===== config.mk =====
export PLATFORM = sky130hd
export DESIGN_NAME = mmio_uart_tx_flat
export DESIGN_NICKNAME = d
export VERILOG_FILES = /design/src/rtl/mmio_pkg.sv /design/src/rtl/mmio_uart_tx_if.sv /design/src/rtl/uart_tx_fifo.sv /design/src/rtl/mmio_uart_tx.sv /design/src/flat_wrapper.sv
export SDC_FILE = /design/constraint.sdc
export NUM_CORES = 1
export LEC_CHECK = 0
export CORE_MARGIN = 5
export CORE_UTILIZATION = 25
export DETAILED_ROUTE_END_ITERATION = 7
export GPL_TIMING_DRIVEN = 0
export PLACE_DENSITY_LB_ADDON = 0.05
export SETUP_SLACK_MARGIN = 0.05
export SLEW_MARGIN = 20
export SYNTH_ARGS = -nofsm -noshare
export SYNTH_HDL_FRONTEND = slang
export SYNTH_SLANG_ARGS = --single-unit

===== constraint.sdc =====
create_clock -name clk -period 3.3 [get_ports clk]
set_clock_uncertainty 0.1 [all_clocks]
set_input_delay 0.495 -clock clk [delete_from_list [all_inputs] [get_ports clk]]
set_output_delay 0.495 -clock clk [all_outputs]
set_load 0.005 [all_outputs]

===== src/rtl/mmio_pkg.sv =====
// Shared definitions for the memory-mapped peripherals: bus access modes,
// UART register offsets and transmitter FSM encodings.
package mmio_pkg;

  localparam logic [1:0] MODE_WORD = 2'b00;
  localparam logic [1:0] MODE_HALF = 2'b01;
  localparam logic [1:0] MODE_BYTE = 2'b10;

  localparam logic [3:0] UART_TXDATA = 4'h0;
  localparam logic [3:0] UART_STATUS = 4'h4;
  localparam logic [3:0] UART_BAUD   = 4'h8;

  localparam logic [2:0] S_IDLE   = 3'd0;
  localparam logic [2:0] S_START  = 3'd1;
  localparam logic [2:0] S_DATA   = 3'd2;
  localparam logic [2:0] S_PARITY = 3'd3;
  localparam logic [2:0] S_STOP   = 3'd4;

  // A divisor below 2 cannot time a bit, so writes are clamped.
  function automatic logic [15:0] clamp_div(input logic [15:0] v);
    return (v < 16'd2) ? 16'd2 : v;
  endfunction

endpackage


===== src/rtl/mmio_uart_tx_if.sv =====
// CPU data-memory bus as seen by a memory-mapped responder.
interface mmio_uart_tx_if;
  logic        MemWrite;
  logic [1:0]  MemMode;
  logic [15:0] memAddr;
  logic [31:0] writeMemData;
  logic [31:0] readData;
  logic        sel;

  modport master (output MemWrite, MemMode, memAddr, writeMemData,
                  input  readData, sel);
  modport slave  (input  MemWrite, MemMode, memAddr, writeMemData,
                  output readData, sel);
endinterface


===== src/rtl/uart_tx_fifo.sv =====
// Synchronous first-word-fall-through FIFO; push when full is dropped unless
// a pop happens in the same cycle.
module uart_tx_fifo #(
  parameter int unsigned WIDTH = 8,
  parameter int unsigned DEPTH = 8
) (
  input  logic                     clk,
  input  logic                     reset,
  input  logic                     push,
  input  logic                     pop,
  input  logic [WIDTH-1:0]         din,
  output logic [WIDTH-1:0]         dout,
  output logic                     full,
  output logic                     empty,
  output logic [$clog2(DEPTH):0]   count
);
  localparam int unsigned AW = $clog2(DEPTH);
  localparam int unsigned CW = AW + 1;

  logic [WIDTH-1:0] mem [DEPTH];
  logic [AW-1:0]    wr_ptr;
  logic [AW-1:0]    rd_ptr;
  logic             do_push;
  logic             do_pop;

  always_comb begin
    do_pop  = pop && !empty;
    do_push = push && (!full || do_pop);
    full    = (count == CW'(DEPTH));
    empty   = (count == '0);
    dout    = mem[rd_ptr];
  end

  always_ff @(posedge clk) begin
    if (do_push) mem[wr_ptr] <= din;
  end

  // Pointers wrap naturally since DEPTH is a power of two.
  always_ff @(posedge clk) begin
    if (reset) begin
      wr_ptr <= '0;
      rd_ptr <= '0;
      count  <= '0;
    end else begin
      if (do_push) wr_ptr <= wr_ptr + AW'(1);
      if (do_pop)  rd_ptr <= rd_ptr + AW'(1);
      count <= count + CW'(do_push) - CW'(do_pop);
    end
  end

endmodule


===== src/rtl/mmio_uart_tx.sv =====
// Memory-mapped UART transmitter: TX FIFO plus 8N1 serialiser.
// Define UART_TX_PARITY_EN to append an even parity bit (11-bit frame).
module mmio_uart_tx
  import mmio_pkg::*;
#(
  parameter logic [15:0] BASE_ADDR  = 16'hFF00,
  parameter int unsigned FIFO_DEPTH = 8,
  parameter logic [15:0] DIV_RESET  = 16'd868
) (
  input  logic           clk,
  input  logic           reset,
  mmio_uart_tx_if.slave  bus,
  output logic           txd,
  output logic           irq
);
  localparam int unsigned CW = $clog2(FIFO_DEPTH) + 1;

  logic [15:0]   off;
  logic [3:0]    reg_off;
  logic          in_win;
  logic          wr;
  logic          push;
  logic          pop;
  logic [7:0]    fifo_dout;
  logic          full;
  logic          empty;
  logic [CW-1:0] count;
  logic          irq_en;
  logic [15:0]   divisor;
  logic          busy;
  logic          unused_bits;

  logic [2:0]  state,    state_nx;
  logic [15:0] baud_cnt, baud_cnt_nx;
  logic [2:0]  bit_cnt,  bit_cnt_nx;
  logic [7:0]  shreg,    shreg_nx;
  logic        txd_nx;

  // Address decode: word-aligned offsets inside a 12-byte window.
  always_comb begin
    off     = bus.memAddr - BASE_ADDR;
    in_win  = (bus.memAddr >= BASE_ADDR) && (off <= 16'hB);
    reg_off = {off[3:2], 2'b00};
    wr      = bus.MemWrite && in_win;
    push    = wr && (reg_off == UART_TXDATA);
    busy    = (state != S_IDLE);
  end

  assign bus.sel     = in_win;
  assign unused_bits = ^{bus.MemMode, bus.writeMemData[31:16], off[15:4], off[1:0]};

  always_comb begin
    bus.readData = '0;
    if (in_win) begin
      case (reg_off)
        UART_STATUS: bus.readData = {24'b0, 4'(count), irq_en, busy, empty, full};
        UART_BAUD:   bus.readData = {16'b0, divisor};
        default:     bus.readData = '0;
      endcase
    end
  end

  uart_tx_fifo #(.WIDTH(8), .DEPTH(FIFO_DEPTH)) u_fifo (
    .clk   (clk),
    .reset (reset),
    .push  (push),
    .pop   (pop),
    .din   (bus.writeMemData[7:0]),
    .dout  (fifo_dout),
    .full  (full),
    .empty (empty),
    .count (count)
  );

  // Control registers and the registered interrupt.
  always_ff @(posedge clk) begin
    if (reset) begin
      irq_en  <= 1'b0;
      divisor <= DIV_RESET;
      irq     <= 1'b0;
    end else begin
      if (wr && (reg_off == UART_STATUS)) irq_en  <= bus.writeMemData[3];
      if (wr && (reg_off == UART_BAUD))   divisor <= clamp_div(bus.writeMemData[15:0]);
      irq <= empty && irq_en;
    end
  end

  always_ff @(posedge clk) begin
    if (reset) begin
      state    <= S_IDLE;
      baud_cnt <= '0;
      bit_cnt  <= '0;
      shreg    <= '0;
      txd      <= 1'b1;
    end else begin
      state    <= state_nx;
      baud_cnt <= baud_cnt_nx;
      bit_cnt  <= bit_cnt_nx;
      shreg    <= shreg_nx;
      txd      <= txd_nx;
    end
  end

  // Next-state logic; txd is registered from the value of the state being entered.
  // The divisor is sampled only when a bit starts, so mid-frame writes wait a bit.
  always_comb begin
    state_nx    = state;
    baud_cnt_nx = baud_cnt;
    bit_cnt_nx  = bit_cnt;
    shreg_nx    = shreg;
    txd_nx      = txd;
    pop         = 1'b0;

    if (state == S_IDLE) begin
      txd_nx = 1'b1;
      if (!empty) begin
        pop         = 1'b1;
        shreg_nx    = fifo_dout;
        state_nx    = S_START;
        baud_cnt_nx = divisor - 16'd1;
        txd_nx      = 1'b0;
      end
    end else if (baud_cnt != '0) begin
      baud_cnt_nx = baud_cnt - 16'd1;
    end else begin
      baud_cnt_nx = divisor - 16'd1;
      case (state)
        S_START: begin
          state_nx   = S_DATA;
          bit_cnt_nx = '0;
          txd_nx     = shreg[0];
        end
        S_DATA: begin
          if (bit_cnt == 3'd7) begin
`ifdef UART_TX_PARITY_EN
            state_nx = S_PARITY;
            txd_nx   = ^shreg;
`else
            state_nx = S_STOP;
            txd_nx   = 1'b1;
`endif
          end else begin
            bit_cnt_nx = bit_cnt + 3'd1;
            txd_nx     = shreg[bit_cnt + 3'd1];
          end
        end
`ifdef UART_TX_PARITY_EN
        S_PARITY: begin
          state_nx = S_STOP;
          txd_nx   = 1'b1;
        end
`endif
        S_STOP: begin
          if (!empty) begin
            pop      = 1'b1;
            shreg_nx = fifo_dout;
            state_nx = S_START;
            txd_nx   = 1'b0;
          end else begin
            state_nx = S_IDLE;
            txd_nx   = 1'b1;
          end
        end
        default: begin
          state_nx = S_IDLE;
          txd_nx   = 1'b1;
        end
      endcase
    end
  end

endmodule


===== src/flat_wrapper.sv =====
// flat-port wrapper written by rule: the top's interface ports become plain ports
module mmio_uart_tx_flat import mmio_pkg::*;
#(
  parameter logic [15:0] BASE_ADDR  = 16'hFF00,
  parameter int unsigned FIFO_DEPTH = 8,
  parameter logic [15:0] DIV_RESET  = 16'd868
)
  (clk, reset, txd, irq, bus_MemWrite, bus_MemMode, bus_memAddr, bus_writeMemData, bus_readData, bus_sel);
  mmio_uart_tx_if bus_i ();
  input  logic clk;
  input  logic reset;
  output logic txd;
  output logic irq;
  input wire logic [$bits(bus_i.MemWrite)-1:0] bus_MemWrite;
  input wire logic [$bits(bus_i.MemMode)-1:0] bus_MemMode;
  input wire logic [$bits(bus_i.memAddr)-1:0] bus_memAddr;
  input wire logic [$bits(bus_i.writeMemData)-1:0] bus_writeMemData;
  output wire logic [$bits(bus_i.readData)-1:0] bus_readData;
  output wire logic [$bits(bus_i.sel)-1:0] bus_sel;
  assign bus_i.MemWrite = bus_MemWrite;
  assign bus_i.MemMode = bus_MemMode;
  assign bus_i.memAddr = bus_memAddr;
  assign bus_i.writeMemData = bus_writeMemData;
  assign bus_readData = bus_i.readData;
  assign bus_sel = bus_i.sel;
  mmio_uart_tx #(.BASE_ADDR(BASE_ADDR), .FIFO_DEPTH(FIFO_DEPTH), .DIV_RESET(DIV_RESET)) u_core (.clk(clk), .reset(reset), .bus(bus_i), .txd(txd), .irq(irq));
endmodule

## Word-level counts from Yosys, hierarchy flattened

Memory sizes are Yosys's and may differ from the RTL's. A register that Yosys moved wholly into a read port is not among the register bits.
Cells that the tools add are included.

| operators by class | value |
|---|---|
| add/sub/neg operators | 8 |
| order comparisons | 4 |
| equality and inequality tests | 11 |
| muxes and demuxes | 33 |
| bitwise gates (word level) | 2 |
| reductions and logical operators | 21 |

Operator list:

| kind | number |
|---|---|
| 16-bit two-way mux | 4 |
| 32-bit two-way mux | 1 |
| 8-bit two-way mux | 4 |
| 16-bit case mux with 2 select lines | 1 |
| 16-bit by 1-bit subtractor with 16-bit output, second input constant | 2 |
| 3-bit two-way mux | 7 |
| 16-bit >= comparator, second input constant | 1 |
| 16-bit by 4-bit less-or-equal comparator with 1-bit output, second input constant | 1 |
| 16-bit by 2-bit less-than comparator with 1-bit output, second input constant | 1 |
| 16-bit nonzero test | 1 |
| 16-bit subtractor, second input constant | 1 |
| 1-bit two-way mux | 12 |
| 3-bit by 1-bit adder with 3-bit output, second input constant | 3 |
| 3-bit case mux with 3 select lines | 1 |
| 1-bit logical AND | 8 |
| 3-bit == test, second input constant | 2 |
| 3-bit case mux with 2 select lines | 1 |
| 4-bit by 1-bit adder with 4-bit output | 1 |
| 4-bit == test, second input constant | 1 |
| 4-bit zero test | 1 |
| 3-bit by 4-bit less-than comparator with 1-bit output, second input constant | 1 |
| 2-bit inequality test, second input constant | 2 |
| 4-bit AND reduction | 1 |
| 2-bit nonzero test | 2 |
| other kinds (17) | 19 |

| word-level totals | value |
|---|---|
| flip-flop bits (word level) | 59 |
| RAM bits | 64 |
| input port bits | 53 |
| word-level logic and storage cells | 91 |
| memories | 1 |

Memories:

| memory | depth | bits a word | rd ports | clocked after Yosys merged registers in | wr ports | RTL line | text |
|---|---|---|---|---|---|---|---|
| u_core.u_fifo.mem | 8 | 8 | 1 | 1 | 1 | uart_tx_fifo.sv:20 | `logic [WIDTH-1:0] mem [DEPTH];` |

## Longest topological paths before layout

Gate-level depths: netlist (run 1).

| logic depth | value |
|---|---|
| depth in word-level cells | 10 |
| mapped depth | 13 |

## By module

A second synthesis (run 1) with hierarchy kept.

| unflattened totals | value |
|---|---|
| cells, all modules | 557 |
| area, all modules | 6202.2 um^2 |

By module, submodules not included:

| module | times used | cells an instance | area each (um^2) | seq. area each (um^2) |
|---|---|---|---|---|
| uart_tx_fifo | 1 | 183 | 3181.8 | 2182.1 |
| mmio_uart_tx | 1 | 374 | 3020.4 | 980.9 |

## Least setup slack after synthesis (run 1)

Ideal clock, no wire load.

| timing | value |
|---|---|
| path kind | input port to flip-flop |
| start | input port bus_memAddr[2] |
| end | memory u_core.u_fifo.mem[2][0], enable pin |
| library setup time | 398 ps |
| arrival time | 2647 ps |
| slack | 155 ps |
| stages | 7 |
| buffers on the path | 1 |
| cells stage by stage | inv_1 -> ha_1 -> buf_4 -> nand3_1 -> a2111oi_4 -> nand4_4 -> nor4b_1 |

| on the way | value |
|---|---|
| word-level cells in the longest chain between the ends | 8 |
| elaborated cells on any way between the ends | 10 |
| those cells by class | 1 x add/sub; 2 x order compare; 2 x mux; 5 x reduce/logical |

RTL lines:

| item | RTL line | text |
|---|---|---|
| start: declaration | flat_wrapper.sv:16 | `input wire logic [$bits(bus_i.memAddr)-1:0] bus_memAddr;` |
| 16-bit subtractor | mmio_uart_tx.sv:41 | `off = bus.memAddr - BASE_ADDR;` |
| 16-bit by 4-bit less-or-equal comparator with 1-bit output | mmio_uart_tx.sv:42 | `in_win = (bus.memAddr >= BASE_ADDR) && (off <= 16'hB);` |
| 1-bit logical AND | mmio_uart_tx.sv:42 |  |
| 1-bit logical AND | mmio_uart_tx.sv:44 | `wr = bus.MemWrite && in_win;` |
| 1-bit logical AND (*) | mmio_uart_tx.sv:45 | `push = wr && (reg_off == UART_TXDATA);` |
| 1-bit logical AND (*) | uart_tx_fifo.sv:28 | `do_push = push && (!full \|\| do_pop);` |
| 1-bit two-way mux (*) | uart_tx_fifo.sv:35 | `if (do_push) mem[wr_ptr] <= din;` |
| 1-bit two-way mux (implied by the code) (*) | uart_tx_fifo.sv:35 |  |
| end: declaration | uart_tx_fifo.sv:20 |  |

Every way passes the cells marked *; elsewhere a longest branch is shown, timed or not.

## Worst setup path in the final report (run 1)

| timing | value |
|---|---|
| start | input port bus_memAddr[2] |
| end | output port bus_readData[15] |

| on the way | value |
|---|---|
| word-level cells in the longest chain between the ends | 4 |
| elaborated cells on any way between the ends | 8 |
| those cells by class | 1 x add/sub; 2 x order compare; 2 x eq/ne; 2 x mux; 1 x reduce/logical |

RTL lines:

| item | RTL line | text |
|---|---|---|
| 16-bit subtractor | mmio_uart_tx.sv:41 |  |
| 16-bit by 4-bit less-or-equal comparator with 1-bit output (tied with other cells) | mmio_uart_tx.sv:42 |  |
| 1-bit logical AND / 16-bit case mux with 2 select lines (equally long branches) | mmio_uart_tx.sv:42, mmio_uart_tx.sv:55 |  |
| 32-bit two-way mux (*) | mmio_uart_tx.sv:54 | `if (in_win) begin` |
| end: declaration | flat_wrapper.sv:18 | `output wire logic [$bits(bus_i.readData)-1:0] bus_readData;` |

Marks and branches as above.

==> summary.md, run 1 <==
| Metric | Value |
|---|---|
| Status | `finished, final reports clean` |
| Vias in the first global route | `4,817` |
| Setup WS post-layout | `0.137 ns` |
| Most frequent cells in the layout | `edfxtp_1, dfxtp_1, clkdlybuf4s50_1` |
| Commonest non-fill, non-tap cell in the layout | `edfxtp_1` |
| Top FF cell, synth | `edfxtp_1` |
| Clock sink count | `126` |
| Top Usage Layer GRT | `met2` |
| Cell count after placement | `949` |
| Post-synthesis sequential area ratio | `0.514` |
| Met1 Track Usage GR | `0.178` |
| Layout cells sized above 1 | `0.205` |
| Slowest-stage cell, CP | `clkdlybuf4s50_1` |
| Setup TNS | `0 ns` |
| First-pass DRT Iterations | `4` |
| 1st-iter DRT viols | `235` |
| Layout fillers | `2,451` |
| Drt total wl | `18.2 mm` |
| Final hold violation count | `0` |
| Dpl ws | `-0.741 ns` |
| Met2 track demand over resource | `0.214` |
| Starting density of the core | `0.253` |
| Core Box Area | `24,300 um2` |
| Port buffer count | `53` |
| Clock Pin Slew Worst Setup and Hold Paths | `0.07 ns` |
| CTS root buf | `clkbuf_16` |
| Post-route insts no fill | `991` |
| CTS buffer count | `17` |
| CP required | `2.70 ns` |
| RSZ-0062 raised after global routing | `yes` |
| Initial antenna violation count | `0` |
| GRT Util Overall | `0.132` |
| EDFF count, synth | `64` |
| Slew Limit Fails | `0` |
| Fin crit period | `3.16 ns` |
| Relative slew slack | `0.385` |
| Diode count | `0` |
| Crit path max fanout | `8` |
| Area post-placement | `7250 um2` |
| Global-route wire length before repair | `28.3 mm` |
| Largest net degree at the start of global routing | `18` |
| Reg2Reg Depth | `13` |
| Crit Path Category | `primary input to primary output` |
| H-Tree Depth | `4` |
| Clock buffer depth | `2` |
| Final setup fails | `0` |
| Die height | `167 um` |
| Register area | `3160 um2` |
| HPWL after DPL | `13.5 mm` |
| FFs w/ async S/R, synth | `0` |
| Synth Warn # | `0` |
| Finished Cell Area | `8050 um2` |
| Die area | `27,900 um2` |
| #FFs+latches synth | `126` |
| Crit path cell chain | `dlygate4sd2_1 > inv_2 > ha_2 > buf_6 > nand3_2 > a2111oi_4 > clkbuf_8 > buf_12 > and3_1 > clkdlybuf4s50_1` |
| CTS tree | `yes` |
| P&R area growth vs syn | `30.7%` |
| Clock latency on the worst-skew pair | `0.43 ns` |
| WHS Path Cells | `2` |
| Cells after synthesis | `550` |
| P_leak | `2.78 nW` |
| Vias | `4,678` |
| Die width | `167 um` |
| Top cells by area, synth | `edfxtp_1, dfxtp_1, mux4_2, ha_1, nand2_1` |
| Via density | `4.72` |
| Post-synth top area share | `0.312` |
| I/O pin total | `88` |
| Routed len/inst | `18.4 um` |
| Cell area after synthesis | `6160 um2` |
| Max Fclk | `316 MHz` |
| Footprint of the multi-input gates | `2870 um2` |
| Met3 Use GR | `0.0287` |
| Max incr delay on CP | `0.50 ns` |
| Overflow after GRT | `0` |
| Min-Delay Path Class | `flop to flop` |
| VDD IR max | `0.000344 V` |
| FP Rows | `57` |
| Setup crit start kind | `primary input` |
| Syn avg cell area | `11.2 um2` |
| CP arrival | `2.57 ns` |
| Remaining antenna violation count | `0` |
| Critical Path Sink Type | `primary output` |
| Nets | `723` |
| Remaining DRCs | `0` |
| Max Cap Viol | `0` |
| Power per cell area | `715 nW/um2` |
| Gpl congestion | `0.790` |
| Synth unique cells | `71` |
| Worst-Margin Slew | `0.913 ns` |
| Period utilization | `0.959` |
| Post-synth top area cell | `edfxtp_1` |
## Yosys cell counts, types with 7 or more instances
cell type,number
and3_1,12
mux2i_1,10
edfxtp_1,64
a211oi_1,11
a22oi_1,8
or3_1,7
dfxtp_1,62
xor2_1,7
o21ai_0,16
nor4_1,13
clkbuf_1,17
a31oi_1,12
a21oi_1,30
mux4_2,18
nand3_1,18
ha_1,15
nand2_1,48
nor2_1,33
inv_1,15
buf_4,19
nor3_1,11
## registers in the layout, summed over array words and instances, names as in the netlist, 3 cells and up, named ones only
name                  flops
u_core.baud_cnt          16
u_core.shreg              8
u_core.u_fifo.rd_ptr      3
u_core.divisor           16
u_core.u_fifo.count       4
u_core.bit_cnt            3
u_core.state              3
u_core.u_fifo.wr_ptr      3
u_core.u_fifo.mem        64
## worst paths after layout
| check | from | end | slack (ns) |
|---|---|---|---|
| worst max register to register | u_core.baud_cnt[0] | u_core.u_fifo.count[2] | 0.17 |
| worst max-delay path | bus_memAddr[2] | bus_readData[15] | 0.14 |
| worst min register to register | u_core.bit_cnt[2] | u_core.bit_cnt[2] | 0.37 |
| worst min-delay path | u_core.bit_cnt[2] | u_core.bit_cnt[2] | 0.37 |
## stage by stage
step           hold slack (ns)  total power, mW  utilization
2_1_floorplan            0.336             3.16            -
3_3_place_gp             0.345             3.73        0.294
3_5_place_dp             0.366             3.74        0.298
4_1_cts                  0.377             5.74        0.328
5_1_grt                  0.389             6.09        0.331
6_report                 0.368             5.75        0.331
## cell families (layout without fill, tap and decap cells)
group           Yosys count  after routing  synth area share
flops                   126            126             0.514
simple gates            184            184             0.165
other cells               1             16          0.000609
fa+ha+maj                16             16            0.0337
xor+xnor                 12             12            0.0171
mux                      29             29            0.0839
buf+inv                  61            163            0.0500
compound gates          121            121             0.136
## critical path: cells and delay by family
kind            cells  cell delay, ns
compound gates      1            0.38
simple gates        2            0.24
buf+inv             6            1.29
fa+ha+maj           1            0.17
## report_power, final
| group | total [mW] | leakage [nW] | internal [mW] | switching (mW) |
|---|---|---|---|---|
| logic | 1.92 | 1.41 | 0.762 | 1.16 |
| clock network | 1.92 | 0.295 | 1.03 | 0.886 |
| registers | 1.92 | 1.08 | 1.79 | 0.127 |
| total | 5.75 | 2.78 | 3.58 | 2.17 |
## area by class of cell
type,count,share of cell area
Sequential cell,126,0.393
Multi-Input combinational cell,378,0.357
Timing Repair Buffer,70,0.0829
Clock buffer,17,0.0529
Tap cell,324,0.0504
Buffer,46,0.0336
Clock inverter,15,0.0233
Inverter,15,0.00700
## metal layers
layer,share of wire,up-vias,wire (um)
met5,0,-,0
met4,0.011,0,201
met3,0.034,13,620
met1,0.48,2287,8710
met2,0.48,95,8690
li1,-,2283,-
## timing repair
action                                  CTS  global route
hold buffers                              0             0
pin swaps                                 2             2
buffers inserted                          3             7
endpoints found under the setup margin   71            45
resized for setup                        25             5
Power figures use the tool's default switching activity.
==> inputs of run 2 (changes only) <==
Settings changed: CORE_UTILIZATION 25 to 30, HOLD_SLACK_MARGIN from default to 0.15, SLEW_MARGIN 20 to default.
==> run 2 against run 1 <==
Compared with the run above: register-to-register slack improved by 0.09 ns; global-route usage rose by 1.3 points; final cell count decreased by 5.3%; critical path depth unchanged; sequential power hardly changed; fmax about the same; clock power is essentially flat; worst setup slack worse by 0.0019 ns; core utilization increased by 6.3 points; cell area down 0.96%; largest power group is now the clock network.
==> summary.md, run 2 (synthesis gave the netlist of run 1 again) <==
| Metric | Value |
|---|---|
| Vias in the first global route | `4,671` |
| CTS root buf | `clkbuf_16` |
| Worst r2r dst | `u_core.u_fifo.count[2]` |
| Worst reg2reg setup slack | `0.26 ns` |
| Reg2Reg Depth | `13` |
| CTS buffer count | `17` |
| WHS Path Cells | `2` |
| Most frequent cells in the layout | `edfxtp_1, dfxtp_1, clkdlybuf4s50_1` |
| Slowest-stage cell, CP | `clkdlybuf4s50_1` |
| Die width | `153 um` |
| Metal2 WL | `8.09 mm` |
| Sequential power share | `0.334` |
| Wl on met1 | `8.10 mm` |
| Diode count | `0` |
| Port buffer count | `53` |
| VDD IR max | `0.000381 V` |
| Max Fclk | `316 MHz` |
| Layout cells sized above 1 | `0.205` |
| Top flop regs | `u_core.u_fifo.mem: 64 flops, u_core.baud_cnt: 16 flops, u_core.divisor: 16 flops` |
| CTS tree | `yes` |
| Switching part of the total | `0.364` |
| I/O pin total | `88` |
| Relative slew slack | `0.390` |
| Clock buffer depth | `2` |
| Drt total wl | `17.1 mm` |
| P_sw | `2.09 mW` |
| Power per cell area | `719 nW/um2` |
| Overflow after GRT | `0` |
| Core Box Area | `20,200 um2` |
| Crit path cell chain | `dlygate4sd2_1 > inv_2 > ha_2 > buf_6 > nand3_2 > a2111oi_4 > clkbuf_8 > buf_4 > and3_1 > clkdlybuf4s50_1` |
| Final setup fails | `0` |
| Critical Path Sink Type | `primary output` |
| Clock latency on the worst-skew pair | `0.42 ns` |
| GRT Util Overall | `0.145` |
| FP Rows | `52` |
| Nets | `724` |
| RSZ-0062 raised after global routing | `no` |
| P_leak | `2.79 nW` |
| Status | `finished, final reports clean` |
| Via density | `5.03` |
| Hold_sp | `u_core.bit_cnt[1]` |
| First-pass DRT Iterations | `5` |
| Starting density of the core | `0.304` |
| Die height | `153 um` |
| DR WL met3 | `665 um` |
| Crit Path Category | `primary input to primary output` |
| CP required | `2.70 ns` |
| Buf/Inv on CP | `6` |
| Commonest non-fill, non-tap cell in the layout | `edfxtp_1` |
| Remaining antenna violation count | `0` |
| Crit path max fanout | `9` |
| Hold endpoint | `u_core.bit_cnt[1]` |
| P&R area growth vs syn | `29.4%` |
| Largest net degree at the start of global routing | `17` |
| Vias | `4,720` |
| Finished Cell Area | `7970 um2` |
| Slew Limit Fails | `0` |
| Biggest register | `u_core.u_fifo.mem` |
| Setup WS post-layout | `0.135 ns` |
| Max Cap Viol | `0` |
| Final hold violation count | `0` |
| Gpl congestion | `0.813` |
| Global-route wire length before repair | `26.4 mm` |
| 1st-iter DRT viols | `302` |
| Clock share of power | `0.335` |
| Min-Delay Path Class | `flop to flop` |
| Period utilization | `0.959` |
| Max incr delay on CP | `0.50 ns` |
| Die area | `23,500 um2` |
| Internal cell power | `3.64 mW` |
| Fin crit period | `3.17 ns` |
| Logic pwr share | `0.331` |
| Max reg flops | `64` |
| Dpl ws | `-0.780 ns` |
| Clock Pin Slew Worst Setup and Hold Paths | `0.06 ns` |
| Initial antenna violation count | `0` |
| Routed len/inst | `18.2 um` |
| HPWL after DPL | `12.7 mm` |
| Area post-placement | `7170 um2` |
| CP arrival | `2.57 ns` |
| Remaining DRCs | `0` |
| Clock sink count | `126` |
| CP delay by family, top | `buffers and inverters` |
| Setup crit start kind | `primary input` |
| Highest routed layer | `met4` |
| Reg2reg start | `u_core.baud_cnt[0]` |
| Fin util | `0.394` |
| H-Tree Depth | `4` |
| Worst-Margin Slew | `0.907 ns` |
[run 2: power groups by stage]
stage,clock (mW),combinational (mW),sequential [mW]
2_1_floorplan,0,1.26,1.91
3_3_place_gp,0,1.75,1.94
3_5_place_dp,0,1.76,1.94
4_1_cts,1.96,1.85,1.91
5_1_grt,2.03,2.11,1.93
6_report,1.92,1.90,1.91
[run 2: tightest hold or removal path: stages (launching register included)]
cell,delay (ns)
dfxtp_1,0.32
nand2_1,0.05
a21oi_1,0.05
[run 2: final cells by class]
type,count,area (um2)
clock inverter,15,194
clock buffer,17,425
inverter,15,56.3
buffer,46,270
sequential,126,3160
timing repair buffer,70,652
tap,270,338
multi-input combinational,379,2870
fill,1960,12300
[run 2: metrics by stage]
| step | total power, mW | setup TNS (ns) | cells | hold WS (ns) |
|---|---|---|---|---|
| floorplan | 3.16 | 0 | 565 | 0.336 |
| global placement | 3.69 | -77.49 | 888 | 0.345 |
| detailed placement | 3.70 | -34.56 | 894 | 0.356 |
| CTS | 5.73 | 0 | 932 | 0.366 |
| global route | 6.07 | 0 | 938 | 0.412 |
| finish | 5.73 | 0 | 938 | 0.366 |
[run 2: what timing repair did]
item,CTS,global route
pin swaps,2,3
endpoints found under the setup margin,57,6
gates resized for setup,27,6
setup buffers,6,5
hold buffers,0,0
cloned,0,1
[run 2: how the worst max path moves through the flow]
stage,start,endpoint,slack (ns),cells past startpoint
final,bus_memAddr[2],bus_readData[14],0.13,10
after global routing,bus_memAddr[9],bus_readData[9],0.05,7
after CTS,u_core.u_fifo.count[2],u_core.u_fifo.count[2],0.14,12
after detailed placement,bus_memAddr[2],u_core.u_fifo.mem[7][4],-0.78,8
after global placement,bus_memAddr[2],u_core.u_fifo.mem[2][4],-1.32,8
after floorplan,bus_memAddr[2],u_core.u_fifo.mem[2][0],0.16,7
[run 2: routing by layer]
metal	up-vias	global-route usage
li1	2292	-
met1	2297	0.199
met2	113	0.235
met3	18	0.0280
met4	0	0.0416
met5	-	0
==> inputs of run 3 (changes only) <==
Settings changed: CTS_CLUSTER_SIZE from default to 24.
Clock period 3.3 ns to 2.8 ns, I/O delays scaled along.
==> run 3 against run 2 <==
Compared with the run above: first-iteration DRC count is 30% lower; combinational power is 34% higher; hold slack improved by 0.00068 ns; routed wire length rose by 2.7%; register-to-register slack worse by 0.15 ns; largest power group is now combinational logic; sequential power grew 20%; clock-buffer cell count stayed put; clock power is 15% higher; via count rose by 2.0%; worst setup slack worse by 0.023 ns.
==> summary.md, run 3 (synthesis gave the netlist of run 1 again) <==
| Metric | Value |
|---|---|
| Status | `finished, final reports clean` |
| Layout fillers | `1,972` |
| Hold_sp | `u_core.bit_cnt[2]` |
| Global-route wire length before repair | `27.3 mm` |
| H-Tree Depth | `4` |
| Most frequent cells in the layout | `buf_4, edfxtp_1, dfxtp_1` |
| Nets | `752` |
| Dpl ws | `-1.14 ns` |
| Gpl congestion | `0.809` |
| Tot Pwr | `7.06 mW` |
| CTS root buf | `clkbuf_16` |
| P_leak | `2.98 nW` |
| Top cell by count, worst path | `inv_2` |
| Min-Delay Path Class | `flop to flop` |
| Period utilization | `0.960` |
| Cts hold-fix bufs | `0` |
| Fin crit period | `2.69 ns` |
| CTS buffer count | `17` |
| I/O pin total | `88` |
| Worst reg2reg setup slack | `0.11 ns` |
| GRT Util Overall | `0.152` |
| Clock sink count | `126` |
| Power per cell area | `840 nW/um2` |
| Clock Pin Slew Worst Setup and Hold Paths | `0.07 ns` |
| FP Rows | `52` |
| Remaining DRCs | `0` |
| Via density | `4.98` |
| Area post-placement | `7170 um2` |
| Critical Path Sink Type | `flop` |
| Worst-Margin Slew | `0.903 ns` |
| Layout cells sized above 1 | `0.277` |
| Relative slew slack | `0.393` |
| 1st-iter DRT viols | `211` |
| Core Box Area | `20,200 um2` |
| Largest net degree at the start of global routing | `18` |
| Diode count | `0` |
| VDD IR max | `0.000498 V` |
| Vias | `4,814` |
| Setup WS post-layout | `0.112 ns` |
| Vias in the first global route | `4,720` |
| Max Cap Viol | `0` |
| Biggest register | `u_core.u_fifo.mem` |
| Crit Path Category | `flop to flop` |
| CP arrival | `2.87 ns` |
| Drt total wl | `17.5 mm` |
| Slew Limit Fails | `0` |
| Routed len/inst | `18.1 um` |
| CP required | `2.99 ns` |
| Setup crit start | `u_core.baud_cnt[0]` |
| Setup crit start kind | `flop` |
| RSZ-0062 raised after global routing | `yes` |
| Die width | `153 um` |
| Crit path max fanout | `5` |
| Max Fclk | `372 MHz` |
| Reg2reg start | `u_core.baud_cnt[0]` |
| CTS tree | `yes` |
| Crit path cell chain | `inv_2 > ha_4 > nor3b_4 > and4_1 > buf_6 > a31o_4 > nand4_4 > o21ai_2 > ha_2 > inv_2 > fa_2 > nor2_1` |
| Finished Cell Area | `8410 um2` |
| Remaining antenna violation count | `0` |
| First-pass DRT Iterations | `4` |
| Initial antenna violation count | `0` |
| Port buffer count | `53` |
| Die area | `23,500 um2` |
| Top flop regs | `u_core.u_fifo.mem: 64 flops, u_core.baud_cnt: 16 flops, u_core.divisor: 16 flops` |
| Clock buffer depth | `2` |
| Slowest-stage cell, CP | `fa_2` |
| Max reg flops | `64` |
| Starting density of the core | `0.304` |
| Max incr delay on CP | `0.51 ns` |
| Clock latency on the worst-skew pair | `0.43 ns` |
| Overflow after GRT | `0` |
| Fin util | `0.415` |
| Die height | `153 um` |
| Final setup fails | `0` |
| Final hold violation count | `0` |
| P&R area growth vs syn | `36.5%` |
| HPWL after DPL | `12.5 mm` |
-- run 3: path summary, 6_finish.rpt --
kind,end,cells past startpoint
max,u_core.u_fifo.count[1],12
min,u_core.bit_cnt[2],2
max reg2reg,u_core.u_fifo.count[1],12
min reg2reg,u_core.bit_cnt[2],2
-- run 3: what timing repair did --
action | CTS | global route
endpoints found under the setup margin | 86 | 50
hold endpoints to repair | 0 | 0
resized for setup | 90 | 20
pin swaps | 17 | 10
setup buffers | 34 | 9
-- run 3: per-stage QoR --
step	TNS (ns)	hold slack, ns	instances
2_1_floorplan	-6.06	0.336	565
3_3_place_gp	-109.87	0.345	888
3_5_place_dp	-66.60	0.358	894
4_1_cts	0	0.369	957
5_1_grt	0	0.409	966
6_report	0	0.366	966
-- run 3: area by class of cell --
cell class / count / area [um2] / share of cell area
inverters: 15 / 56.3 / 0.00670
multi-input cells: 378 / 3060 / 0.363
well taps: 270 / 338 / 0.0402
plain buffers: 43 / 272 / 0.0323
flip-flops and latches: 126 / 3170 / 0.377
clock buffers: 17 / 425 / 0.0506
repair buffers: 102 / 910 / 0.108
clock inverters: 15 / 183 / 0.0217
-- run 3: worst max-delay path, delay by kind of cell (launching register included) --
kind	cells	cell delay, ns
AND/OR/NAND/NOR	4	0.66
AO/OA/AOI/OAI	2	0.37
flip-flops	1	0.33
buffers and inverters	3	0.26
adder cells (fa/ha/maj)	3	0.83
-- run 3: power breakdown --
part	total [mW]	internal [mW]	switching (mW)	leakage (nW)
clock	2.21	1.21	0.997	0.294
combinational	2.55	1.14	1.41	1.60
sequential	2.30	2.12	0.186	1.08
-- run 3: metal layers --
layer  track usage  up-vias  routed length, um
met2         0.239      117               8200
met1         0.205     2335               8130
met5             0        -                  0
met4        0.0526        0                407
met3        0.0359       19                794
li1              -     2343                  -
